## config.mk

```make
export PLATFORM = sky130hd
export DESIGN_NAME = i2s_tx_source
export DESIGN_NICKNAME = d
export VERILOG_FILES = /design/src/rtl/i2s_pkg.sv /design/src/rtl/i2s_frame_fifo.sv /design/src/rtl/i2s_tx_source.sv
export SDC_FILE = /design/constraint.sdc
export NUM_CORES = 1
export LEC_CHECK = 0
export BUFFER_PORTS_ARGS = -buffer_cell sky130_fd_sc_hd__buf_2
export CAP_MARGIN = 20
export CORE_ASPECT_RATIO = 1.75
export CORE_MARGIN = 2
export CORE_UTILIZATION = 35
export DETAILED_ROUTE_END_ITERATION = 10
export HOLD_SLACK_MARGIN = 0.08
export PLACE_DENSITY_LB_ADDON = 0.08
export RECOVER_POWER = 100
export SLEW_MARGIN = 20
export SYNTH_ARGS = -nofsm -noshare
export SYNTH_HDL_FRONTEND = slang
export SYNTH_SLANG_ARGS = --single-unit
```

## constraint.sdc

```tcl
create_clock -name clk -period 3.22 [get_ports clk]
set_input_delay 0.644 -clock clk [delete_from_list [all_inputs] [get_ports clk]]
set_output_delay 0.644 -clock clk [all_outputs]
set_load 0.1 [all_outputs]
```

## src/rtl/i2s_pkg.sv

```systemverilog
// Shared types and encodings for the I2S transmit source.
package i2s_pkg;

  localparam int W_SER_DEF = 16;

  // lrclk encoding: which channel slot is currently on the wire
  localparam logic LR_LEFT  = 1'b0;
  localparam logic LR_RIGHT = 1'b1;

  // Default stereo frame; the top rebuilds this with its own w_ser
  typedef struct packed {
    logic [W_SER_DEF-1:0] left;
    logic [W_SER_DEF-1:0] right;
  } frame_t;

endpackage

```

## src/rtl/i2s_frame_fifo.sv

```systemverilog
// Synchronous show-ahead FIFO of stereo frames. The head word is visible on dout
// whenever empty is low; full/empty/level come from the registered occupancy count.
module i2s_frame_fifo
  import i2s_pkg::*;
#(
  parameter int  fifo_depth = 4,
  parameter type elem_t     = frame_t,
  localparam int AW         = $clog2(fifo_depth)
) (
  input  logic        clk,
  input  logic        rst_n,
  input  logic        push,
  input  logic        pop,
  input  elem_t       din,
  output elem_t       dout,
  output logic        full,
  output logic        empty,
  output logic [AW:0] level
);

  localparam logic [AW:0] FULL_LVL = (AW+1)'(fifo_depth);

  elem_t         mem [fifo_depth];
  logic [AW-1:0] wr_ptr;
  logic [AW-1:0] rd_ptr;
  logic          do_push;
  logic          do_pop;

  assign do_push = push && !full;
  assign do_pop  = pop && !empty;
  assign full    = (level == FULL_LVL);
  assign empty   = (level == '0);
  assign dout    = mem[rd_ptr];

  // Storage array: data only, discarded logically by the pointer reset
  always_ff @(posedge clk) begin
    if (do_push) mem[wr_ptr] <= din;
  end

  // Pointers wrap naturally (depth is a power of two); level tracks occupancy
  always_ff @(posedge clk or negedge rst_n) begin
    if (!rst_n) begin
      wr_ptr <= '0;
      rd_ptr <= '0;
      level  <= '0;
    end else begin
      if (do_push) wr_ptr <= wr_ptr + 1'b1;
      if (do_pop)  rd_ptr <= rd_ptr + 1'b1;
      if (do_push && !do_pop)      level <= level + 1'b1;
      else if (do_pop && !do_push) level <= level - 1'b1;
    end
  end

endmodule

```

## src/rtl/i2s_tx_source.sv

```systemverilog
// I2S transmit source: generates bclk/lrclk from clk, buffers stereo frames and
// presents each channel word on `sample` mid-slot so it is stable around either
// lrclk edge. An empty FIFO at the frame load point plays silence and pulses underrun.
module i2s_tx_source
  import i2s_pkg::*;
#(
  parameter int  w_ser      = 16,
  parameter int  bclk_div   = 4,
  parameter int  slot_bits  = 16,
  parameter int  fifo_depth = 4,
  localparam int LW         = $clog2(fifo_depth) + 1
) (
  input  logic                    clk,
  input  logic                    rst_n,
  input  logic                    s_valid,
  output logic                    s_ready,
  input  logic signed [w_ser-1:0] s_left,
  input  logic signed [w_ser-1:0] s_right,
  output logic                    bclk,
  output logic                    lrclk,
  output logic signed [w_ser-1:0] sample,
  output logic                    underrun,
  output logic [LW-1:0]           fifo_level
);

  localparam int DW = (bclk_div > 1) ? $clog2(bclk_div) : 1;
  localparam int BW = $clog2(slot_bits);
  localparam logic [DW-1:0] DIV_LAST = DW'(bclk_div - 1);
  localparam logic [BW-1:0] BIT_LAST = BW'(slot_bits - 1);
  localparam logic [BW-1:0] BIT_MID  = BW'(slot_bits / 2);

  typedef struct packed {
    logic [w_ser-1:0] left;
    logic [w_ser-1:0] right;
  } frame_w_t;

  logic [DW-1:0]           div_cnt;
  logic [BW-1:0]           bit_cnt;
  logic signed [w_ser-1:0] hold;
  logic                    div_tc;
  logic                    bclk_rise;
  logic                    bclk_fall;
  logic                    load_pt;
  logic                    load_right;
  logic                    load_left;
  logic                    fifo_full;
  logic                    fifo_empty;
  logic                    fifo_pop;
  frame_w_t                fifo_din;
  frame_w_t                fifo_head;

  assign div_tc     = (div_cnt == DIV_LAST);
  assign bclk_rise  = div_tc && !bclk;
  assign bclk_fall  = div_tc && bclk;
  assign load_pt    = bclk_rise && (bit_cnt == BIT_MID);
  assign load_right = load_pt && (lrclk == LR_RIGHT);
  assign load_left  = load_pt && (lrclk == LR_LEFT);
  assign fifo_pop   = load_right && !fifo_empty;
  assign fifo_din   = '{left: s_left, right: s_right};
  assign s_ready    = !fifo_full;

  i2s_frame_fifo #(
    .fifo_depth (fifo_depth),
    .elem_t     (frame_w_t)
  ) u_fifo (
    .clk   (clk),
    .rst_n (rst_n),
    .push  (s_valid),
    .pop   (fifo_pop),
    .din   (fifo_din),
    .dout  (fifo_head),
    .full  (fifo_full),
    .empty (fifo_empty),
    .level (fifo_level)
  );

  // bclk divider: toggle every bclk_div clk cycles, first toggle is a rise
  always_ff @(posedge clk or negedge rst_n) begin
    if (!rst_n) begin
      div_cnt <= '0;
      bclk    <= 1'b0;
    end else if (div_tc) begin
      div_cnt <= '0;
      bclk    <= ~bclk;
    end else begin
      div_cnt <= div_cnt + 1'b1;
    end
  end

  // Bit position within the slot; lrclk flips on the slot's last bclk fall
  always_ff @(posedge clk or negedge rst_n) begin
    if (!rst_n) begin
      bit_cnt <= '0;
      lrclk   <= LR_LEFT;
    end else if (bclk_fall) begin
      if (bit_cnt == BIT_LAST) begin
        bit_cnt <= '0;
        lrclk   <= ~lrclk;
      end else begin
        bit_cnt <= bit_cnt + 1'b1;
      end
    end
  end

  // Mid-slot loads: right slot fetches a new frame (or silence), left slot replays the held right word
  always_ff @(posedge clk or negedge rst_n) begin
    if (!rst_n) begin
      sample   <= '0;
      hold     <= '0;
      underrun <= 1'b0;
    end else begin
      underrun <= load_right && fifo_empty;
      if (load_right) begin
        if (!fifo_empty) begin
          sample <= fifo_head.left;
          hold   <= fifo_head.right;
        end else begin
          sample <= '0;
          hold   <= '0;
        end
      end else if (load_left) begin
        sample <= hold;
      end
    end
  end

endmodule
```

Word level (Yosys, flattened, before mapping). Memory sizes are Yosys's and may differ from the RTL's. Cells that the tools add are included.

Flip-flop bits (word level): 48. RAM bits: 128. Output and inout port bits: 23. Logic and storage cells: 53. Memories: 1.

Add/subtract/negate cells: 6. Equality and inequality tests: 4. Mux-type cells: 10. Bitwise gates (word level): 2. Reduce and logical (&&, ||, !) cells: 20.

Memory list: u_fifo.mem (words 4, width 32, read ports 1, clocked after memory_dff 0, wr ports 1, line i2s_frame_fifo.sv:23) `elem_t mem [fifo_depth];`.

Operators by type and width (count): 16-bit 2-to-1 mux (4); 1-bit logical AND (11); 4-bit equality test (second input constant) (2); 2-bit by 1-bit adder with 2-bit output (second input constant) (3); 3-bit 2-to-1 mux (2); 1-bit logical NOT (5); 4-bit by 1-bit adder with 4-bit output (second input constant) (1); 4-bit 2-to-1 mux (1); 2-bit nonzero test (2); 3-bit by 1-bit adder with 3-bit output (second input constant) (1); 3-bit equality test (second input constant) (1); 3-bit logical NOT (1); 3-bit by 1-bit subtractor with 3-bit output (second input constant) (1); 2-bit equality test (second input constant) (1); 1-bit 2-to-1 mux (2); 2-bit 2-to-1 mux (1); 1-bit inverter (2); 2-bit AND reduction (1).

Depth between registers and ports, before layout.
Word-level depth: 9. Gate-level depth with buffers: 11.

Cells and area by module. A second synthesis with hierarchy kept.

Cells, all modules: 371. Area total of the unflattened synthesis: 7056.8 sq um.

By module, submodules not included: i2s_frame_fifo (instances 1, cells each 204, area each 5094.9 sq um, seq. area each 4018.9 sq um); i2s_tx_source (instances 1, cells each 167, area each 1961.9 sq um, seq. area each 1026.0 sq um).

Worst setup path after synthesis. No wires, ideal clock.

Path kind: register -> register. Start point: register u_fifo.level[2]. End point: register u_fifo.level[1]. Library setup time: 126 ps. Data arrival time: 2667 ps. Required time: 3094 ps. Slack: 427 ps. Cell stages (with the launch flop): 9. Path buffers: 1. Cells stage by stage: dfrtp_1 -> clkbuf_1 -> o31ai_1 -> nor3_2 -> inv_1 -> ha_1 -> inv_1 -> fa_1 -> mux2_2.

Cells in the longest elaborated chain, start to end: 7. Elaborated cells between the ends (all ways): 13. Classes of those cells: eq/ne (1); mux (1); reduce/logical (11).

Ends and longest elaborated chain: from (decl) (line i2s_frame_fifo.sv:18) `output logic [AW:0] level`; from (signal assigned) (line i2s_frame_fifo.sv:49) `if (do_push && !do_pop) level <= level + 1'b1;`; from (signal assigned) (line i2s_frame_fifo.sv:50) `else if (do_pop && !do_push) level <= level - 1'b1;`; 3-bit logical NOT (line i2s_frame_fifo.sv:32) `assign empty = (level == '0);`; 1-bit logical NOT (line i2s_frame_fifo.sv:30, i2s_tx_source.sv:58); 1-bit logical AND (line i2s_tx_source.sv:58) `assign fifo_pop = load_right && !fifo_empty;`; 1-bit logical AND (line i2s_frame_fifo.sv:30) `assign do_pop = pop && !empty;`; 1-bit logical NOT (line i2s_frame_fifo.sv:49); 1-bit logical AND (line i2s_frame_fifo.sv:49); 3-bit 2-to-1 mux / 2-bit nonzero test (equally long branches).

Several ways; a longest one is shown, not always the timed one. A chain may end at the register's enable or synchronous reset.

Final worst setup path.
Start point: register u_fifo.level[0]. End point: output port s_ready.

Cells in the longest elaborated chain, start to end: 2.

Ends and longest elaborated chain: 3-bit equality test (line i2s_frame_fifo.sv:31) `assign full = (level == FULL_LVL);`; 1-bit logical NOT (line i2s_tx_source.sv:60) `assign s_ready = !fifo_full;`; to (decl) (line i2s_tx_source.sv:16) `output logic s_ready,`.

Every way passes these cells.

==> results.py <==
metrics = {
    "power": {
        "powerDensity_nw_per_um2": 721,
        "leakagePower_nw": 2.81,
        "irDropWorstVdd_uv": 645,
    },
    "layout": {
        "stdcell_count": 654,
        "antenna_cells": 0,
        "layout.nets": 444,
        "area_growth_pct": 16.0,
        "drive_gt1_frac": 0.199,
        "final_util": 0.414,
    },
    "global_routing": {
        "grt_pass1_vias": 3597,
        "grt_overflow": 0,
        "antenna_found_initial": 0,
        "track_usage": 0.144,
        "grt_max_degree": 34,
        "grt_pass1_wl_um": 21200,
    },
    "clock_tree": {
        "postCtsSetupBuffers": 0,
        "clkTransAtPathRegs_ns": 0.07,
        "cts_hold_buf": 0,
        "clock_sinks": 176,
        "h-tree-depth": 4,
        "cts_tree": "yes",
        "cts_made_buffers": 17,
        "cts_resized": 0,
        "clk_path_buf_depth": 2,
        "clk_latency_ns": 0.43,
        "clockRootBuffer": "clkbuf_16",
    },
    "detailed_routing": {
        "firstDrtPassIters": 4,
        "top_layer_used": "met4",
        "wl_per_cell_um": 21.1,
        "dr_wl_met2_um": 7650,
        "drt-total-wl_um": 13800,
        "drtIter0Drc": 168,
        "dr_wl_met3_um": 427,
        "viasPerCell": 5.07,
        "met1_length_um": 5480,
        "vias": 3316,
        "ant_nets": 0,
        "drc": 0,
    },
    "hold_path": {
        "worstHoldPathType": "primary input to async pin",
    },
    "run": {
        "maxCapViolCount": 0,
    },
    "timing": {
        "finalCritPeriodShare": 0.815,
        "tightestPinTransition_ns": 1.23,
        "max_freq_mhz": 381,
        "hold_ws_ns": 0.297,
        "worst_clock_skew_ns": 0.00909,
        "period_needed_ns": 2.62,
        "fin_setup_tns_ns": 0,
        "hold_viol_final": 0,
        "timing.slew.headroom": 0.178,
        "rsz0062_at_grt": "false",
        "slew_viol_final": 0,
        "setup_viol": 0,
    },
    "floorplan": {
        "start_util": 0.357,
        "io_pins": 58,
        "fp.coreArea_um2": 19100,
        "chipHeight_um": 189,
        "die-area_um2": 20700,
        "row_count": 67,
        "die_w_um": 109,
    },
    "critical_path": {
        "end_kind": "primary output",
        "startpoint": "u_fifo.level[0]",
        "ff2ff_path_depth": 8,
        "regToRegSetupSlack_ns": 0.71,
        "worst_r2r_endpoint": "u_fifo.level[2]",
        "cp-start-kind": "register",
        "cp_max_fo": 7,
        "worstPathArrival_ns": 1.98,
        "path_class": "register to primary output",
        "r2r-start": "u_fifo.level[0]",
        "max_stage_delay_ns": 0.87,
        "cp_slowest_cell": "clkbuf_1",
        "cp_cell_sequence": "nor2_1 -> nand2_1 -> clkbuf_1",
        "crit_required_ns": 2.58,
    },
    "synthesis": {
        "synth_common_cells": "128 x edfxtp_1, 48 x dfrtp_1, 32 x a22o_1",
        "ys_seq_elements": 176,
        "syn_area_um2": 6820,
        "yosysTopAreaCell": "edfxtp_1",
        "ys.warnings.count": 0,
        "syn_nets": 374,
        "avgSynthCellArea_um2": 20.7,
        "synth.area.top_cells": "edfxtp_1 56%, dfrtp_1 18%, mux4_2 6.6%, mux4_1 4.6%, a22o_1 4.1%",
        "yosys.area.top_type_share": 0.564,
        "synth_cells": 330,
        "synth_cell_type_count": 33,
        "seq_area_frac_synth": 0.740,
        "ys_async_sr_fraction": 0.273,
        "yosysMostFrequentCell": "edfxtp_1",
        "synth_edf_count": 128,
        "ys.flop_type": "edfxtp_1",
    },
    "placed_design": {
        "gp_congestion": 0.651,
        "hpwl_um": 8080,
        "numPortBuffers": 57,
        "dp.cells": 622,
    },
    "outcome": {
        "run_status": "complete, no violations",
    },
}
==> sequential cells by signal (all words and copies together) (netlist names) <==
name,count
underrun,1
div_cnt,2
hold,16
sample,16
lrclk,1
bit_cnt,4
bclk,1
u_fifo.wr_ptr,2
u_fifo.mem,128
u_fifo.level,3
u_fifo.rd_ptr,2
==> worst max-delay path, delay by kind of cell, from the launching register on <==
family / cells / cell delay, ns
buffers and inverters: 1 / 0.87
flip-flops: 1 / 0.50
AND/OR/NAND/NOR: 2 / 0.18
==> worst max-delay path by stage <==
stage,slack [ns],to,cells after the start
after floorplan,0.43,u_fifo.level[1],8
after global placement,0.88,u_fifo.level[2],8
after detailed placement,0.82,u_fifo.level[2],8
after CTS,0.94,u_fifo.level[2],8
after global routing,0.47,s_ready,3
final,0.60,s_ready,3
==> report_power, final <==
group	internal [mW]	switching [mW]
Sequential	2.83	0.108
Clock	1.17	0.873
Combinational	0.180	0.531
==> cell usage in the layout (no fill, tap or decap), drive strengths merged, types with 2 or more instances in the layout <==
cell / Yosys / layout
a22o: 32 / 32
and2: 4 / 4
buf: 13 / 10
clkbuf: 5 / 82
clkinv: 1 / 3
clkinvlp: 0 / 2
dfrtp: 48 / 48
edfxtp: 128 / 128
ha: 8 / 8
inv: 6 / 11
mux2: 19 / 19
mux4: 32 / 32
nand2: 3 / 3
nand3: 4 / 4
nor2: 4 / 4
o21ai: 2 / 2
xnor2: 6 / 6
xor2: 3 / 3
==> kinds of logic after synthesis <==
| kind of cell | Yosys count | synth area share |
|---|---|---|
| xor gates and xnor gates | 9 | 0.0116 |
| muxes | 51 | 0.144 |
| adders and majority gates | 9 | 0.0176 |
| AOI/OAI and AO/OA | 39 | 0.0481 |
| DFF | 176 | 0.740 |
| buffers and inverters | 25 | 0.0206 |
| and+or+nand+nor | 21 | 0.0184 |
==> per-stage QoR <==
stage | instance area (µm²) | setup WS [ns] | total power [mW]
after floorplan | 6820 | 0.427 | 3.46
after global placement | 7390 | 0.882 | 3.71
after detailed placement | 7390 | 0.819 | 3.74
after CTS | 7990 | 0.942 | 5.80
after global routing | 7900 | 0.470 | 5.95
final | 7900 | 0.596 | 5.70
==> layer usage <==
layer,vias to the layer above,global-route usage
met1,1765,0.169
met3,13,0.0284
met5,-,0
met2,62,0.256
li1,1476,-
met4,0,0.0555
==> layout make-up <==
class | count | area [µm²]
well taps | 241 | 302
multi-input cells | 129 | 1630
fillers | 1778 | 11200
repair buffers | 69 | 307
flip-flops and latches | 176 | 5050
inverters | 7 | 26.3
clock buffers | 23 | 532
clock inverters | 9 | 65.1
Note: power is estimated with default switching activity, not from simulation.
